--- config.mk ---
export PLATFORM = sky130hd
export DESIGN_NAME = counter_sequencer_flat
export DESIGN_NICKNAME = d
export VERILOG_FILES = /design/src/rtl/counter_sequencer_if.sv /design/src/rtl/counter_sequencer.sv /design/src/flat_wrapper.sv
export SDC_FILE = /design/constraint.sdc
export NUM_CORES = 1
export LEC_CHECK = 0
export ABC_AREA = 1
export CAP_MARGIN = 10
export CORE_ASPECT_RATIO = 0.8
export CORE_MARGIN = 4
export CORE_UTILIZATION = 62
export DETAILED_ROUTE_END_ITERATION = 7
export DONT_BUFFER_PORTS = 1
export MAX_ROUTING_LAYER = met4
export PLACE_DENSITY = 0.78
export RECOVER_POWER = 25
export SYNTH_ARGS = -nofsm -noshare
export SYNTH_HDL_FRONTEND = slang
export SYNTH_SLANG_ARGS = --single-unit
export TNS_END_PERCENT = 50
--- constraint.sdc ---
create_clock -name clk -period 1.8 [get_ports clk]
set_input_delay 0.18 -clock clk [delete_from_list [all_inputs] [get_ports clk]]
set_output_delay 0.18 -clock clk [all_outputs]
set_load 0.02 [all_outputs]
--- src/rtl/counter_sequencer_if.sv ---
// Command/status bundle between a host command source and counter_sequencer.
// The host drives the command side (master); the sequencer drives status (slave).
interface counter_sequencer_if #(
    parameter int WIDTH = 4,
    parameter int REP_W = 4
);
    logic             start;
    logic             abort;
    logic             pause;
    logic             periodic;
    logic [WIDTH-1:0] tc;
    logic [REP_W-1:0] reps;
    logic [WIDTH-1:0] cnt;
    logic             cout;
    logic [REP_W-1:0] rep_cnt;
    logic             busy;
    logic             done;

    modport master (
        output start, abort, pause, periodic, tc, reps,
        input  cnt, cout, rep_cnt, busy, done
    );

    modport slave (
        input  start, abort, pause, periodic, tc, reps,
        output cnt, cout, rep_cnt, busy, done
    );
endinterface

--- src/rtl/counter_sequencer.sv ---
// Sequencing controller around a WIDTH-bit up-counter. A start command latches
// the terminal count, extra-pass count and periodic flag into shadow registers,
// then the counter runs 0..tc_q repeatedly until the pass budget is spent (or
// forever in periodic mode). abort returns to IDLE, pause freezes the count.
module counter_sequencer #(
    parameter int WIDTH = 4,
    parameter int REP_W = 4
) (
    input logic                clk,
    input logic                rst,
    counter_sequencer_if.slave bus
);

    typedef enum logic [1:0] {
        IDLE  = 2'd0,
        RUN   = 2'd1,
        PAUSE = 2'd2,
        DONE  = 2'd3
    } state_t;

    state_t           state;
    logic [WIDTH-1:0] cnt;
    logic [WIDTH-1:0] tc_q;
    logic [REP_W-1:0] rep_cnt;
    logic [REP_W-1:0] reps_q;
    logic             per_q;
    logic             cout;
    logic             busy;
    logic             done;

    // A wrap on this edge ends the run only when the pass budget is used up
    // and the run is not periodic.
    function automatic logic last_pass(input logic             per,
                                       input logic [REP_W-1:0] rep_now,
                                       input logic [REP_W-1:0] rep_lim);
        return !per && (rep_now == rep_lim);
    endfunction

    // Sequencer FSM; every output is a register updated here.
    always_ff @(posedge clk or posedge rst) begin
        if (rst) begin
            state   <= IDLE;
            cnt     <= '0;
            tc_q    <= '0;
            rep_cnt <= '0;
            reps_q  <= '0;
            per_q   <= 1'b0;
            cout    <= 1'b0;
            busy    <= 1'b0;
            done    <= 1'b0;
        end else begin
            case (state)
                IDLE: begin
                    cout <= 1'b0;
                    done <= 1'b0;
                    if (bus.start) begin
                        tc_q    <= bus.tc;
                        reps_q  <= bus.reps;
                        per_q   <= bus.periodic;
                        cnt     <= '0;
                        rep_cnt <= '0;
                        busy    <= 1'b1;
                        state   <= RUN;
                    end
                end

                RUN: begin
                    if (bus.abort) begin
                        cnt     <= '0;
                        rep_cnt <= '0;
                        cout    <= 1'b0;
                        busy    <= 1'b0;
                        state   <= IDLE;
                    end else if (bus.pause) begin
                        cout  <= 1'b0;
                        state <= PAUSE;
                    end else if (cnt != tc_q) begin
                        cnt  <= cnt + 1'b1;
                        cout <= 1'b0;
                    end else begin
                        cnt  <= '0;
                        cout <= 1'b1;
                        if (last_pass(per_q, rep_cnt, reps_q)) begin
                            // rep_cnt keeps its final value through DONE.
                            busy  <= 1'b0;
                            done  <= 1'b1;
                            state <= DONE;
                        end else begin
                            // Periodic runs let this roll over silently.
                            rep_cnt <= rep_cnt + 1'b1;
                        end
                    end
                end

                PAUSE: begin
                    cout <= 1'b0;
                    if (bus.abort) begin
                        cnt     <= '0;
                        rep_cnt <= '0;
                        busy    <= 1'b0;
                        state   <= IDLE;
                    end else if (!bus.pause) begin
                        // Resume edge only changes state; counting picks up next edge.
                        state <= RUN;
                    end
                end

                DONE: begin
                    // DONE lasts exactly one cycle and ignores start/abort.
                    cout  <= 1'b0;
                    done  <= 1'b0;
                    state <= IDLE;
                end

                default: begin
                    cnt     <= '0;
                    rep_cnt <= '0;
                    cout    <= 1'b0;
                    busy    <= 1'b0;
                    done    <= 1'b0;
                    state   <= IDLE;
                end
            endcase
        end
    end

    assign bus.cnt     = cnt;
    assign bus.cout    = cout;
    assign bus.rep_cnt = rep_cnt;
    assign bus.busy    = busy;
    assign bus.done    = done;

    // The count never runs past the latched terminal value during a run.
    a_cnt_in_range: assert property (@(posedge clk) disable iff (rst)
        busy |-> (cnt <= tc_q));

    // Completion is a single-cycle pulse.
    a_done_single: assert property (@(posedge clk) disable iff (rst)
        done |=> !done);

    // A frozen or idle counter keeps its value unless a command moves it.
    a_cnt_stable: assert property (@(posedge clk) disable iff (rst)
        (((state == PAUSE) && !bus.abort) || ((state == IDLE) && !bus.start))
        |=> $stable(cnt));

endmodule

--- src/flat_wrapper.sv ---
// flat-port wrapper written by rule: the top's interface ports become plain ports
module counter_sequencer_flat 
#(
    parameter int WIDTH = 4,
    parameter int REP_W = 4
)
  (clk, rst, bus_start, bus_abort, bus_pause, bus_periodic, bus_tc, bus_reps, bus_cnt, bus_cout, bus_rep_cnt, bus_busy, bus_done);
  counter_sequencer_if #(.WIDTH(WIDTH), .REP_W(REP_W)) bus_i ();
  input logic clk;
  input logic rst;
  input wire logic [$bits(bus_i.start)-1:0] bus_start;
  input wire logic [$bits(bus_i.abort)-1:0] bus_abort;
  input wire logic [$bits(bus_i.pause)-1:0] bus_pause;
  input wire logic [$bits(bus_i.periodic)-1:0] bus_periodic;
  input wire logic [$bits(bus_i.tc)-1:0] bus_tc;
  input wire logic [$bits(bus_i.reps)-1:0] bus_reps;
  output wire logic [$bits(bus_i.cnt)-1:0] bus_cnt;
  output wire logic [$bits(bus_i.cout)-1:0] bus_cout;
  output wire logic [$bits(bus_i.rep_cnt)-1:0] bus_rep_cnt;
  output wire logic [$bits(bus_i.busy)-1:0] bus_busy;
  output wire logic [$bits(bus_i.done)-1:0] bus_done;
  assign bus_i.start = bus_start;
  assign bus_i.abort = bus_abort;
  assign bus_i.pause = bus_pause;
  assign bus_i.periodic = bus_periodic;
  assign bus_i.tc = bus_tc;
  assign bus_i.reps = bus_reps;
  assign bus_cnt = bus_i.cnt;
  assign bus_cout = bus_i.cout;
  assign bus_rep_cnt = bus_i.rep_cnt;
  assign bus_busy = bus_i.busy;
  assign bus_done = bus_i.done;
  counter_sequencer #(.WIDTH(WIDTH), .REP_W(REP_W)) u_core (.clk(clk), .rst(rst), .bus(bus_i));
endmodule
## Yosys cells after proc, flatten, opt, wreduce, memory -nomap -nowiden

Cells that the tools add are included.

| cells by class | value |
|---|---|
| add/subtract/negate cells | 2 |
| equal/unequal tests | 18 |
| multiplexer cells | 35 |
| reduce and logical (&&, ||, !) cells | 13 |

Operator list:

| kind | number |
|---|---|
| $mux 4 | 9 |
| $pmux 4 s3 | 2 |
| $mux 2 | 7 |
| $mux 1 | 13 |
| $ne 3x3->1 const B | 4 |
| $reduce_and 6->1 | 2 |
| $ne 2x2->1 const B | 5 |
| $add 4x1->4 const B | 2 |
| $pmux 2 s4 | 1 |
| $reduce_and 4->1 | 2 |
| $reduce_and 5->1 | 1 |
| $eq 2x2->1 const B | 2 |
| $eq 4x4->1 | 1 |
| $ne 4x3->1 const B | 1 |
| $ne 4x4->1 | 1 |
| $ne 4x4->1 const B | 1 |
| $pmux 1 s2 | 2 |
| $ne 3x2->1 const B | 1 |
| $pmux 1 s3 | 1 |
| $reduce_bool 3->1 | 1 |
| $reduce_or 3->1 | 1 |
| $eq 2x1->1 const B | 1 |
| $logic_not 2->1 | 1 |
| $ne 2x1->1 const B | 1 |
| 5 further kinds | 5 |

| word-level totals | value |
|---|---|
| register bits | 22 |
| input bits | 14 |
| output and inout bits | 11 |
| logic and storage cells | 77 |

## Depth between registers and ports, before layout

| depth | value |
|---|---|
| depth after elaboration | 7 |
| gate-level depth with buffers | 11 |
| mapped depth without buffers | 11 |

## Least setup slack after synthesis

No wires, ideal clock.

| timing | value |
|---|---|
| kind | register to register |
| start | reg u_core.state[1] |
| end | reg u_core.rep_cnt[3] (netlist: u_core.bus.rep_cnt[3]) |
| library setup time | 122 ps |
| data arrival time | 1435 ps |
| required time | 1678 ps |
| setup slack | 243 ps |
| stages on the path, launching flop included | 12 |
| path buffers | 0 |
| clock period less this slack | 1557 ps |
| path through | dfrtp_1 -> inv_1 -> ha_1 -> inv_2 -> nor2_4 -> nand2_1 -> nand3_2 -> inv_4 -> nand2_4 -> nor2_8 -> nand2_1 -> o21ai_1 |

| on the way | value |
|---|---|
| word-level cells in the longest chain between the ends | 3 |
| elaborated cells between the ends (all ways) | 11 |
| those cells by class | eq/ne (7); mux (1); reduce/logical (3) |

RTL lines:

| element | line | source |
|---|---|---|
| from (decl) | counter_sequencer.sv:21 | `state_t state;` |
| from (signal assigned) | counter_sequencer.sv:42 | `state <= IDLE;` |
| from (signal assigned) | counter_sequencer.sv:63 | `state <= RUN;` |
| from (signal assigned) | counter_sequencer.sv:73 | `state <= IDLE;` |
| $eq 2x1->1 (tied with other cells) | counter_sequencer.sv:52 | `case (state)` |
| $ne 3x3->1 (no line) (tied with other cells) | - |  |
| $reduce_and 6->1 (no line) | - |  |
| to (signal assigned) | counter_sequencer.sv:90 | `rep_cnt <= rep_cnt + 1'b1;` |
| to (decl) | counter_sequencer.sv:24 | `logic [REP_W-1:0] rep_cnt;` |

Parallel ways exist; a longest one is shown, timed or not.
A chain may end at the register's enable or synchronous reset.

## Worst setup path after layout

| timing | value |
|---|---|
| start | reg u_core.state[1] |
| end | reg u_core.rep_cnt[2] (netlist: u_core.bus.rep_cnt[2]) |

Same word-level chain as after synthesis.

==> results.json <==
{
  "cts_root_buffer": "clkbuf_4",
  "hpwlAfterDp_microns": 2110,
  "leakage_nw": 0.812,
  "critPathMaxFanout": 7,
  "drv_cap": 0,
  "rr_worst_depth": 11,
  "hp-class": "primary input to flop",
  "fp-row-count": 15,
  "power.switching_mw": 1.08,
  "ys_warn_count": 0,
  "finalSetupViolCount": 0,
  "worstSetupPathType": "flop to flop",
  "grt.overflow.total": 0,
  "seqPwrFrac": 0.370,
  "tritoncts": "yes",
  "syn_inst": 187,
  "drc_errors": 0,
  "post-route-min-period_ps": 1670,
  "dp_slack_ps": 103,
  "rsz0062_at_grt": "no",
  "cts_htree_levels": 1,
  "vias": 1179,
  "grt_pass1_vias": 1124,
  "p_sw_frac": 0.456,
  "status": "complete, no violations",
  "powerDensity_nw_per_um2": 1520,
  "chipWidth_microns": 61.0,
  "syn_area_sq_um": 1390,
  "synth-seq-area-share": 0.396,
  "cp_data_arrival_time_ps": 1890,
  "regToRegStartpoint": "u_core.state[1]",
  "stdcell_count": 223,
  "place_congestion": 0.793,
  "wl_per_cell_microns": 12.5,
  "pwr-share-comb": 0.466,
  "fin_crit_sh": 0.929,
  "cp-startpoint": "u_core.state[1]",
  "core-area_sq_um": 2140,
  "worstSetupEndpoint": "u_core.bus.rep_cnt[2]",
  "final_nets": 222,
  "yosys.area.top_type": "dfrtp_1",
  "clkTransAtPathRegs_ps": 130,
  "synth.avg_cell_area_sq_um": 7.44,
  "areaGrowthSynthToFinish_pct": 11.4,
  "p_clk_frac": 0.164,
  "grt_antenna_before_repair": 0,
  "die_height_microns": 50.4,
  "final_cell_area_sq_um": 1550,
  "grt_max_degree": 23,
  "setup_ws_ps": 127,
  "tns_ps": 0,
  "dieArea_sq_um": 3070,
  "clk_latency_ps": 320,
  "worstSetupStartpointType": "flop",
  "synth_fp_nets": 210,
  "drtAntennaViolNets": 0,
  "grt_use_total": 0.210,
  "io_pins": 25,
  "drt-pass1-iter-count": 4,
  "fmax_mhz": 598,
  "portBuffers": 0,
  "slew_headroom": 0.206,
  "r2r_slack_ps": 130,
  "ys_types": 25,
  "drt-total-wl_microns": 2790,
  "initial_core_util": 0.650,
  "clockBufferDepth": 2,
  "clkSinkCount": 22,
  "place_area_sq_um": 1430,
  "worstMarginPinSlew_ps": 1190,
  "viasPerCell": 5.29,
  "internal_power_mw": 1.28,
  "clock_skew_ps": 4.34,
  "drv_slew": 0,
  "hold_viol": 0,
  "synth_area_leaders": "dfrtp_1 (40%), nand2_1 (13%), ha_1 (8.1%)",
  "synth_top_area_share": 0.396,
  "dp.cells": 212,
  "worstPathRequired_ps": 2020,
  "total_power_mw": 2.36,
  "yosys_register_bits": 22,
  "grt_pass1_wl_microns": 4700,
  "end_kind": "flop",
  "diodes": 0,
  "drive_gt1_frac": 0.157,
  "cts_made_buffers": 3,
  "timing.rr.end": "u_core.bus.rep_cnt[2]",
  "drtIter0Drc": 28,
  "ir_worst_vdd_mv": 1.06
}
## power by group through the flow
stage | clock (mW) | sequential [mW] | combinational, mW
global route | 0.417 | 0.898 | 1.27
finish | 0.388 | 0.874 | 1.10
detailed placement | 0 | 0.880 | 1.08
global placement | 0 | 0.869 | 1.04
CTS | 0.393 | 0.869 | 1.10
floorplan | 0 | 0.841 | 0.912
## how the worst min path moves through the flow
stage                      from               end  slack (ps)  cells after the start
floorplan                   rst   u_core.bus.busy         170                      1
global placement            rst  u_core.reps_q[2]         120                      2
detailed placement          rst  u_core.reps_q[3]         130                      2
CTS                 bus_reps[0]  u_core.reps_q[0]         0.3                      2
global route        bus_reps[3]  u_core.reps_q[3]           6                      2
finish                bus_pause   u_core.bus.cout           8                      3
## per-stage QoR
step,util,hold slack [ps]
2_1_floorplan,-,169
3_3_place_gp,0.667,121
3_5_place_dp,0.667,127
4_1_cts,0.719,0.254
5_1_grt,0.725,6.07
6_report,0.725,7.54
## Yosys cell counts (all sizes together)
master,number
dfrtp,22
nor4,2
nand3,11
a21oi,11
or3,1
clkbuf,1
ha,9
nor2,27
nand2,52
xor2,1
inv,37
o31ai,1
o21ai,10
nand4,2
## worst max-delay path: stages, from the launching register on
cell	delay, ps
dfrtp_2	460
inv_1	130
ha_2	240
inv_2	70
nor2_4	130
nand2_1	80
nand3_2	110
inv_4	60
nand2_4	120
nor2_8	50
nand2_1	60
o21ai_1	60
## what timing repair did
action / in CTS / in global routing
endpoints found under the setup margin: 0 / 6
endpoints found under the hold margin: 27 / 1
gates resized for setup: 0 / 3
hold buffers: 6 / 1
setup buffers: 0 / 0
## placed cells by master (no fill, tap or decap), types with 2 or more instances in the layout
master and instances:
nand2_1 49, nor2_2 5, nor4_1 2, nand4_1 2, clkbuf_4 3, o21ai_0 3
inv_1 29, dfrtp_2 2, ha_1 8, dlygate4sd3_1 7, a21oi_1 10, dfrtp_1 20
nand3_1 9, nand3_2 2, inv_2 7, nor2_1 20, o21ai_1 4, o21ai_2 3
nand2_4 2
## final cells by class
type	instances	area [sq um]
Clock inverter	1	30.0
Fill cell	185	589
Multi-Input combinational cell	127	698
Clock buffer	3	22.5
Timing Repair Buffer	8	73.8
Sequential cell	22	553
Inverter	37	141
Tap cell	25	31.3
## state kept, by name, indices dropped and copies added, names as in the netlist
name                cells
u_core.tc_q             4
u_core.bus.busy         1
u_core.bus.cout         1
u_core.per_q            1
u_core.bus.cnt          4
u_core.bus.done         1
u_core.reps_q           4
u_core.bus.rep_cnt      4
u_core.state            2
## per-layer routing
metal  vias to the layer above  routed length (microns)  global-route usage
met5                         -                        0                   -
met4                         0                       18              0.0433
met3                         2                      114              0.0463
met2                        22                     1370               0.347
met1                       553                     1280               0.263
li1                        602                        -                   -
## cell families (layout without fill, tap and decap cells)
group,count (synthesis),in the layout,synth area share
AND/OR/NAND/NOR,95,95,0.321
AO/OA/AOI/OAI,22,22,0.0917
XOR/XNOR,1,1,0.00630
flip-flops,22,22,0.396
buffers and inverters,38,49,0.104
adder cells (fa/ha/maj),9,9,0.0809
(Power assumes the default switching activity.)
